[src/rtl/keccak_round_control_if.sv]
// keccak_round_control_if: start/done handshake, randomness and datapath strobes of the Keccak round sequencer
//   master: sponge wrapper side, drives StartxSI and RandValidxSI and observes the strobes
//   slave : sequencer side, drives ReadyxSO, BusyxSO, AbsorbxSO, StateEnxSO, RandReqxSO,
//           RoundNrxDO[4:0], PhasexDO[1:0], LastRoundxSO and DonexSO
interface keccak_round_control_if;
    logic       StartxSI;
    logic       RandValidxSI;
    logic       ReadyxSO;
    logic       BusyxSO;
    logic       AbsorbxSO;
    logic       StateEnxSO;
    logic       RandReqxSO;
    logic [4:0] RoundNrxDO;
    logic [1:0] PhasexDO;
    logic       LastRoundxSO;
    logic       DonexSO;
    modport master (
        output StartxSI, RandValidxSI,
        input  ReadyxSO, BusyxSO, AbsorbxSO, StateEnxSO, RandReqxSO,
        input  RoundNrxDO, PhasexDO, LastRoundxSO, DonexSO
    );
    modport slave (
        input  StartxSI, RandValidxSI,
        output ReadyxSO, BusyxSO, AbsorbxSO, StateEnxSO, RandReqxSO,
        output RoundNrxDO, PhasexDO, LastRoundxSO, DonexSO
    );
endinterface

[src/rtl/keccak_round_control.sv]
// keccak_round_control: round sequencer for the masked (DOM) Keccak-f permutation
//   ClkxCI : clock, rising edge
//   RstxRI : synchronous active-high reset
//   bus    : slave side of keccak_round_control_if (start/done handshake, randomness
//            valid/request, state enable, absorb select, round number and phase)
module keccak_round_control #(
    parameter int NUM_ROUNDS   = 18,
    parameter int ROUND_CYCLES = 2
) (
    input  logic                  ClkxCI,
    input  logic                  RstxRI,
    keccak_round_control_if.slave bus
);
    typedef enum logic [1:0] {IDLE, LOAD, RUN, DONE} state_e;
    localparam logic [4:0] LAST_RND = 5'(NUM_ROUNDS - 1);
    localparam logic [1:0] LAST_PH  = 2'(ROUND_CYCLES - 1);
    state_e     state_q, state_d;
    logic [4:0] round_q, round_d;
    logic [1:0] phase_q, phase_d;
    logic       ready_q, busy_q, absorb_q, en_q, req_q, last_q, done_q;
    logic       stall;
    // a round may only start once fresh masking randomness is present
    assign stall = state_q == RUN && phase_q == 2'd0 && !bus.RandValidxSI;
    always_comb begin
        state_d = state_q;
        round_d = round_q;
        phase_d = phase_q;
        case (state_q)
            IDLE: begin
                round_d = '0;
                phase_d = '0;
                if (bus.StartxSI) state_d = LOAD;
            end
            LOAD: begin
                state_d = RUN;
                round_d = '0;
                phase_d = '0;
            end
            RUN: if (!stall) begin
                if (phase_q < LAST_PH) phase_d = phase_q + 2'd1;
                else begin
                    phase_d = '0;
                    if (round_q < LAST_RND) round_d = round_q + 5'd1;
                    else state_d = DONE;
                end
            end
            default: begin
                state_d = IDLE;
                round_d = '0;
                phase_d = '0;
            end
        endcase
    end
    // strobes are registered from the next-state values so they line up with the counters
    always_ff @(posedge ClkxCI) begin
        if (RstxRI) begin
            state_q  <= IDLE;
            round_q  <= '0;
            phase_q  <= '0;
            ready_q  <= 1'b1;
            busy_q   <= 1'b0;
            absorb_q <= 1'b0;
            en_q     <= 1'b0;
            req_q    <= 1'b0;
            last_q   <= 1'b0;
            done_q   <= 1'b0;
        end else begin
            state_q  <= state_d;
            round_q  <= round_d;
            phase_q  <= phase_d;
            ready_q  <= state_d == IDLE;
            busy_q   <= state_d == LOAD || state_d == RUN;
            absorb_q <= state_d == LOAD;
            en_q     <= state_d == LOAD || (state_d == RUN && phase_d == LAST_PH);
            req_q    <= state_d == RUN && phase_d == 2'd0;
            last_q   <= state_d == RUN && round_d == LAST_RND;
            done_q   <= state_d == DONE;
        end
    end
    assign bus.ReadyxSO     = ready_q;
    assign bus.BusyxSO      = busy_q;
    assign bus.AbsorbxSO    = absorb_q;
    // with one cycle per round the write coincides with the randomness request, so a stall must block it
    assign bus.StateEnxSO   = en_q && !(req_q && !bus.RandValidxSI);
    assign bus.RandReqxSO   = req_q;
    assign bus.RoundNrxDO   = round_q;
    assign bus.PhasexDO     = phase_q;
    assign bus.LastRoundxSO = last_q;
    assign bus.DonexSO      = done_q;
endmodule

[src/flat_wrapper.sv]
// flat-port wrapper written by rule: the top's interface ports become plain ports
module keccak_round_control_flat 
#(
    parameter int NUM_ROUNDS   = 18,
    parameter int ROUND_CYCLES = 2
)
  (ClkxCI, RstxRI, bus_StartxSI, bus_RandValidxSI, bus_ReadyxSO, bus_BusyxSO, bus_AbsorbxSO, bus_StateEnxSO, bus_RandReqxSO, bus_RoundNrxDO, bus_PhasexDO, bus_LastRoundxSO, bus_DonexSO);
  keccak_round_control_if bus_i ();
  input  logic ClkxCI;
  input  logic RstxRI;
  input wire logic [$bits(bus_i.StartxSI)-1:0] bus_StartxSI;
  input wire logic [$bits(bus_i.RandValidxSI)-1:0] bus_RandValidxSI;
  output wire logic [$bits(bus_i.ReadyxSO)-1:0] bus_ReadyxSO;
  output wire logic [$bits(bus_i.BusyxSO)-1:0] bus_BusyxSO;
  output wire logic [$bits(bus_i.AbsorbxSO)-1:0] bus_AbsorbxSO;
  output wire logic [$bits(bus_i.StateEnxSO)-1:0] bus_StateEnxSO;
  output wire logic [$bits(bus_i.RandReqxSO)-1:0] bus_RandReqxSO;
  output wire logic [$bits(bus_i.RoundNrxDO)-1:0] bus_RoundNrxDO;
  output wire logic [$bits(bus_i.PhasexDO)-1:0] bus_PhasexDO;
  output wire logic [$bits(bus_i.LastRoundxSO)-1:0] bus_LastRoundxSO;
  output wire logic [$bits(bus_i.DonexSO)-1:0] bus_DonexSO;
  assign bus_i.StartxSI = bus_StartxSI;
  assign bus_i.RandValidxSI = bus_RandValidxSI;
  assign bus_ReadyxSO = bus_i.ReadyxSO;
  assign bus_BusyxSO = bus_i.BusyxSO;
  assign bus_AbsorbxSO = bus_i.AbsorbxSO;
  assign bus_StateEnxSO = bus_i.StateEnxSO;
  assign bus_RandReqxSO = bus_i.RandReqxSO;
  assign bus_RoundNrxDO = bus_i.RoundNrxDO;
  assign bus_PhasexDO = bus_i.PhasexDO;
  assign bus_LastRoundxSO = bus_i.LastRoundxSO;
  assign bus_DonexSO = bus_i.DonexSO;
  keccak_round_control #(.NUM_ROUNDS(NUM_ROUNDS), .ROUND_CYCLES(ROUND_CYCLES)) u_core (.ClkxCI(ClkxCI), .RstxRI(RstxRI), .bus(bus_i));
endmodule
[config.mk]
export PLATFORM = sky130hd
export DESIGN_NAME = keccak_round_control_flat
export DESIGN_NICKNAME = d
export VERILOG_FILES = /design/src/rtl/keccak_round_control_if.sv /design/src/rtl/keccak_round_control.sv /design/src/flat_wrapper.sv
export SDC_FILE = /design/constraint.sdc
export NUM_CORES = 1
export LEC_CHECK = 0
export CAP_MARGIN = 40
export CORE_UTILIZATION = 40
export DETAILED_ROUTE_END_ITERATION = 12
export HOLD_SLACK_MARGIN = 0.03
export PLACE_DENSITY = 0.65
export SYNTH_ARGS = -nofsm -noshare
export SYNTH_HDL_FRONTEND = slang
export SYNTH_SLANG_ARGS = --single-unit
export TNS_END_PERCENT = 10
[constraint.sdc]
create_clock -name ClkxCI -period 3 [get_ports ClkxCI]
set_clock_uncertainty 0.2 [all_clocks]
set_input_delay 0.3 -clock ClkxCI [delete_from_list [all_inputs] [get_ports ClkxCI]]
set_output_delay 0.3 -clock ClkxCI [all_outputs]
set_load 0.03 [all_outputs]
==> flow_results.org <==
** Critical path
- Critical path arrival :: ~2400 ps
- Type of destination of the critical path :: flop
- For the worst setup path, the data required time is between 2000 and 3000 ps.
- The critical path is of the reg2reg type.
- Reg2Reg Launch Point :: u_core.state_q[0]$_SDFF_PP0_
- Category of the worst setup path launch point :: flop
- Critical-path maximum fanout :: 8
- Tracing the worst setup path back leads to its startpoint at u_core.state_q[0]$_SDFF_PP0_.

** Cells and area
- Number of inserted diodes :: 0
- After the last flow step, the layout net total stands at 126.
- Area growth from synthesis to layout :: 27.6%
- Fraction of final layout cells with drive strength greater than 1 :: 6.31%

** Placement
- During placement, the flow inserted port buffers numbering 17.
- The wire-length estimate of the detail-placed layout is between 1000 and 1500 µm.
- Post-placement setup slack :: around 630 ps
- The congestion estimate from routability-driven global placement came to 0.813.

** Yosys
- The commonest cells after synthesis are 16 x sky130_fd_sc_hd__dfxtp_1, 11 x sky130_fd_sc_hd__inv_1, 10 x sky130_fd_sc_hd__ha_1.
- Number of enable-type register cells in the synthesized netlist :: 0
- sky130_fd_sc_hd__dfxtp_1 is the most common cell in the netlist.
- The largest total area in the synthesized netlist belongs to sky130_fd_sc_hd__dfxtp_1.
- Synthesis inferred 16 register bits.
- Counting flops with an async set or reset pin after synthesis yields a share of 0%.
- The share of the Yosys chip area taken by registers is between 30% and 40%.
- Most used DFF post-synth :: sky130_fd_sc_hd__dfxtp_1
- In this run, distinct cell masters in the synthesized netlist total 34.
- Share of the synthesized area in the top cell type :: between 30% and 40%
- Post-synthesis instance area :: 842 µm²
- By area the synthesized netlist is led by sky130_fd_sc_hd__dfxtp_1 38%, sky130_fd_sc_hd__ha_1 15%, sky130_fd_sc_hd__inv_1 4.9%, sky130_fd_sc_hd__nor3_1 3.6%, sky130_fd_sc_hd__nor2_1 3.1%.
- Post-synthesis area per instance :: 9.15 µm²
- Net count after synthesis :: around 110
- Yosys warnings :: 0
- Number of instances in the synthesized netlist :: 92

** Pwr
- Cell area power density :: about 780 mW/mm²
- Switching Share :: between 30% and 40%
- IR analysis of the VDD net gives a maximum drop of 0.524 mV.
- Cell internal power was estimated by the tool at around 510 µW.
- Summed over all cells, the static leakage comes to between 0.0004 and 0.0005 µW.
- The clock network burns around 17% of the power.
- Power spent charging and discharging nets :: between 300 and 400 µW
- Fraction of power consumed by sequential logic :: between 30% and 40%
- Combinational power share :: a little under 50%

** Floorplanning
- The floorplan step defined a core boundary enclosing 0.00196 mm².
- Number of placement rows :: 16
- The die is approximately 48 µm tall.
- Die boundary width :: 47.9 µm
- Total die area :: between 0.002 and 0.0025 mm²
- 18 I/O pins were placed.
- The initial utilization of the core area, before any placement, comes to approximately 43%.

** Clock network
- Post-cts sizing count :: 0
- The tree built by TritonCTS fans out to 16 sinks.
- After clock tree synthesis, the setup repair step added 0 buffers.
- Clk pin slew, worst setup/hold paths :: around 100 ps
- Hold buffer count at CTS :: 0
- CTS HTree Levels :: 1
- Buffers inserted during clock tree synthesis total 3.
- Clock buffer depth :: 2
- TritonCTS built the clock tree.
- The tree is rooted in a sky130_fd_sc_hd__clkbuf_4.
- At the later pin of the worst-skew pair, clock insertion delay measures 280 ps.

** STA
- At the pin with the least slew margin, the transition time is roughly 500 ps.
- Dividing the final minimum period by the clock period gives about four fifths.
- The count of final hold-check violations came to 0.
- Counting I/O delays and the setup requirement, the final critical path takes roughly 2400 ps.
- Setup violations remaining at the end of the flow were counted as 0.
- In the final timing run, aggregate negative setup slack is 0 ps.
- Based on the critical path, the design can be clocked at up to 419 MHz.
- Rel. slew slack :: between 60% and 70%
- In the post-route analysis, the smallest setup slack over all paths is roughly 600 ps.
- Setup repair after global routing missed its margin :: no
- The final-report max-slew violation count was 0.

** Global routing
- The initial antenna violation count came to 0.
- Pin count of the biggest net entering global routing :: 12
- First-pass GRT wire length :: 2660 µm
- GR Util All Layers :: about 17%
- The number of global-route vias before repair was about 600.
- For this run the aggregate overflow at the end of global routing stands at 0.

** Detailed routing
- The routed layout has 711 vias.
- Dividing the detail-routed wire length by the instance count gives about 12 µm.
- For this block, the routed nets add up to approximately 1600 µm of wire.
- The first detailed-routing pass took 4 iterations.
- Using the TritonRoute via totals, the vias-per-cell ratio works out to around 5.2.
- Detailed router's first-iteration violation count :: 7
- In this run the remaining antenna-violating nets after routing total 0.
- For this run, design rule violations remaining after detail routing come to 0.

** Outcome
- Result of the run :: completed

** Job
- Max-Cap Viols :: 0

** Hold path
- The tightest min-delay check is of the reg2reg type.
- Launch instance of the worst min-delay path :: u_core.bus.RoundNrxDO[3]$_SDFF_PP0_
cells by family (layout without fill, tap and decap cells):
kind of cell,Yosys count,count (layout),synth area share [%]
AOI/OAI and AO/OA,17,17,15.0
and+or+nand+nor,33,33,22.6
buffers and inverters,13,32,5.80
adders and majority gates,10,10,14.9
muxes,3,3,3.71
DFF,16,16,38.0
flip-flops by register name, indices dropped and copies added, names as in the netlist:
register / cells
u_core.bus.LastRoundxSO: 1
u_core.bus.AbsorbxSO: 1
u_core.bus.RoundNrxDO: 5
u_core.en_q: 1
u_core.bus.PhasexDO: 2
u_core.state_q: 2
u_core.bus.ReadyxSO: 1
u_core.bus.RandReqxSO: 1
u_core.bus.DonexSO: 1
u_core.bus.BusyxSO: 1
routing by layer:
metal	GRT usage (%)	wire (µm)	vias up	part of all wire (%)
li1	-	-	363	-
met1	21.1	780	327	48
met2	27.6	753	21	46
met3	6.79	95	0	5.8
met4	3.33	0	0	0
met5	0	0	-	0
placed cells by master, fill, tap and decap left out, drive strengths merged, types with 2 or more instances in the layout:
cell type / count
clkdlybuf4s50: 17
dfxtp: 16
inv: 11
ha: 10
nor2: 7
nor3: 6
a21oi: 4
clkbuf: 4
or2: 3
nor2b: 3
nand2b: 3
o31ai: 2
mux2i: 2
nand4b: 2
nand2: 2
or4: 2
power groups by stage:
stage               registers [µW]  logic (µW)  clock network, µW
floorplan                      346         225                  0
global placement               287         408                  0
detailed placement             291         407                  0
CTS                            285         412                152
global route                   291         461                160
finish                         285         408                145
layout make-up:
cell class	count	area [µm²]
sequential	16	320
timing repair buffer	17	170
clock buffer	4	36.3
multi-input combinational	63	473
inverter	11	41.3
tap	27	33.8
fill	203	887
worst paths after layout:
kind                                                       endpoint  slack [ps]  depth (start not counted)
worst max register to register               u_core.en_q$_SDFF_PP0_         610                          9
worst min register to register  u_core.bus.RoundNrxDO[3]$_SDFF_PP0_         370                          2
worst max-delay path                         u_core.en_q$_SDFF_PP0_         610                          9
worst min-delay path            u_core.bus.RoundNrxDO[3]$_SDFF_PP0_         370                          2
worst max-delay path, cell delays in order, from the launching register on:
cell	delay [ps]
sky130_fd_sc_hd__dfxtp_1	370
sky130_fd_sc_hd__inv_1	90
sky130_fd_sc_hd__ha_1	310
sky130_fd_sc_hd__and3b_1	270
sky130_fd_sc_hd__o31ai_1	230
sky130_fd_sc_hd__a21oi_1	130
sky130_fd_sc_hd__or2_1	250
sky130_fd_sc_hd__ha_1	230
sky130_fd_sc_hd__nand4b_1	110
sky130_fd_sc_hd__a21oi_1	70
metrics by stage:
step                      hold slack [ps]  total power (µW)  instances  instance area [µm²]  utilization, %
after floorplan                       345               571         92                  842               -
after global placement                365               695        134                 1040            52.9
after detailed placement              355               697        134                 1040            52.9
after CTS                             382               850        138                 1070            54.8
after global routing                  429               913        138                 1070            54.8
final                                 375               838        138                 1070            54.8
(Power assumes the default switching activity.)
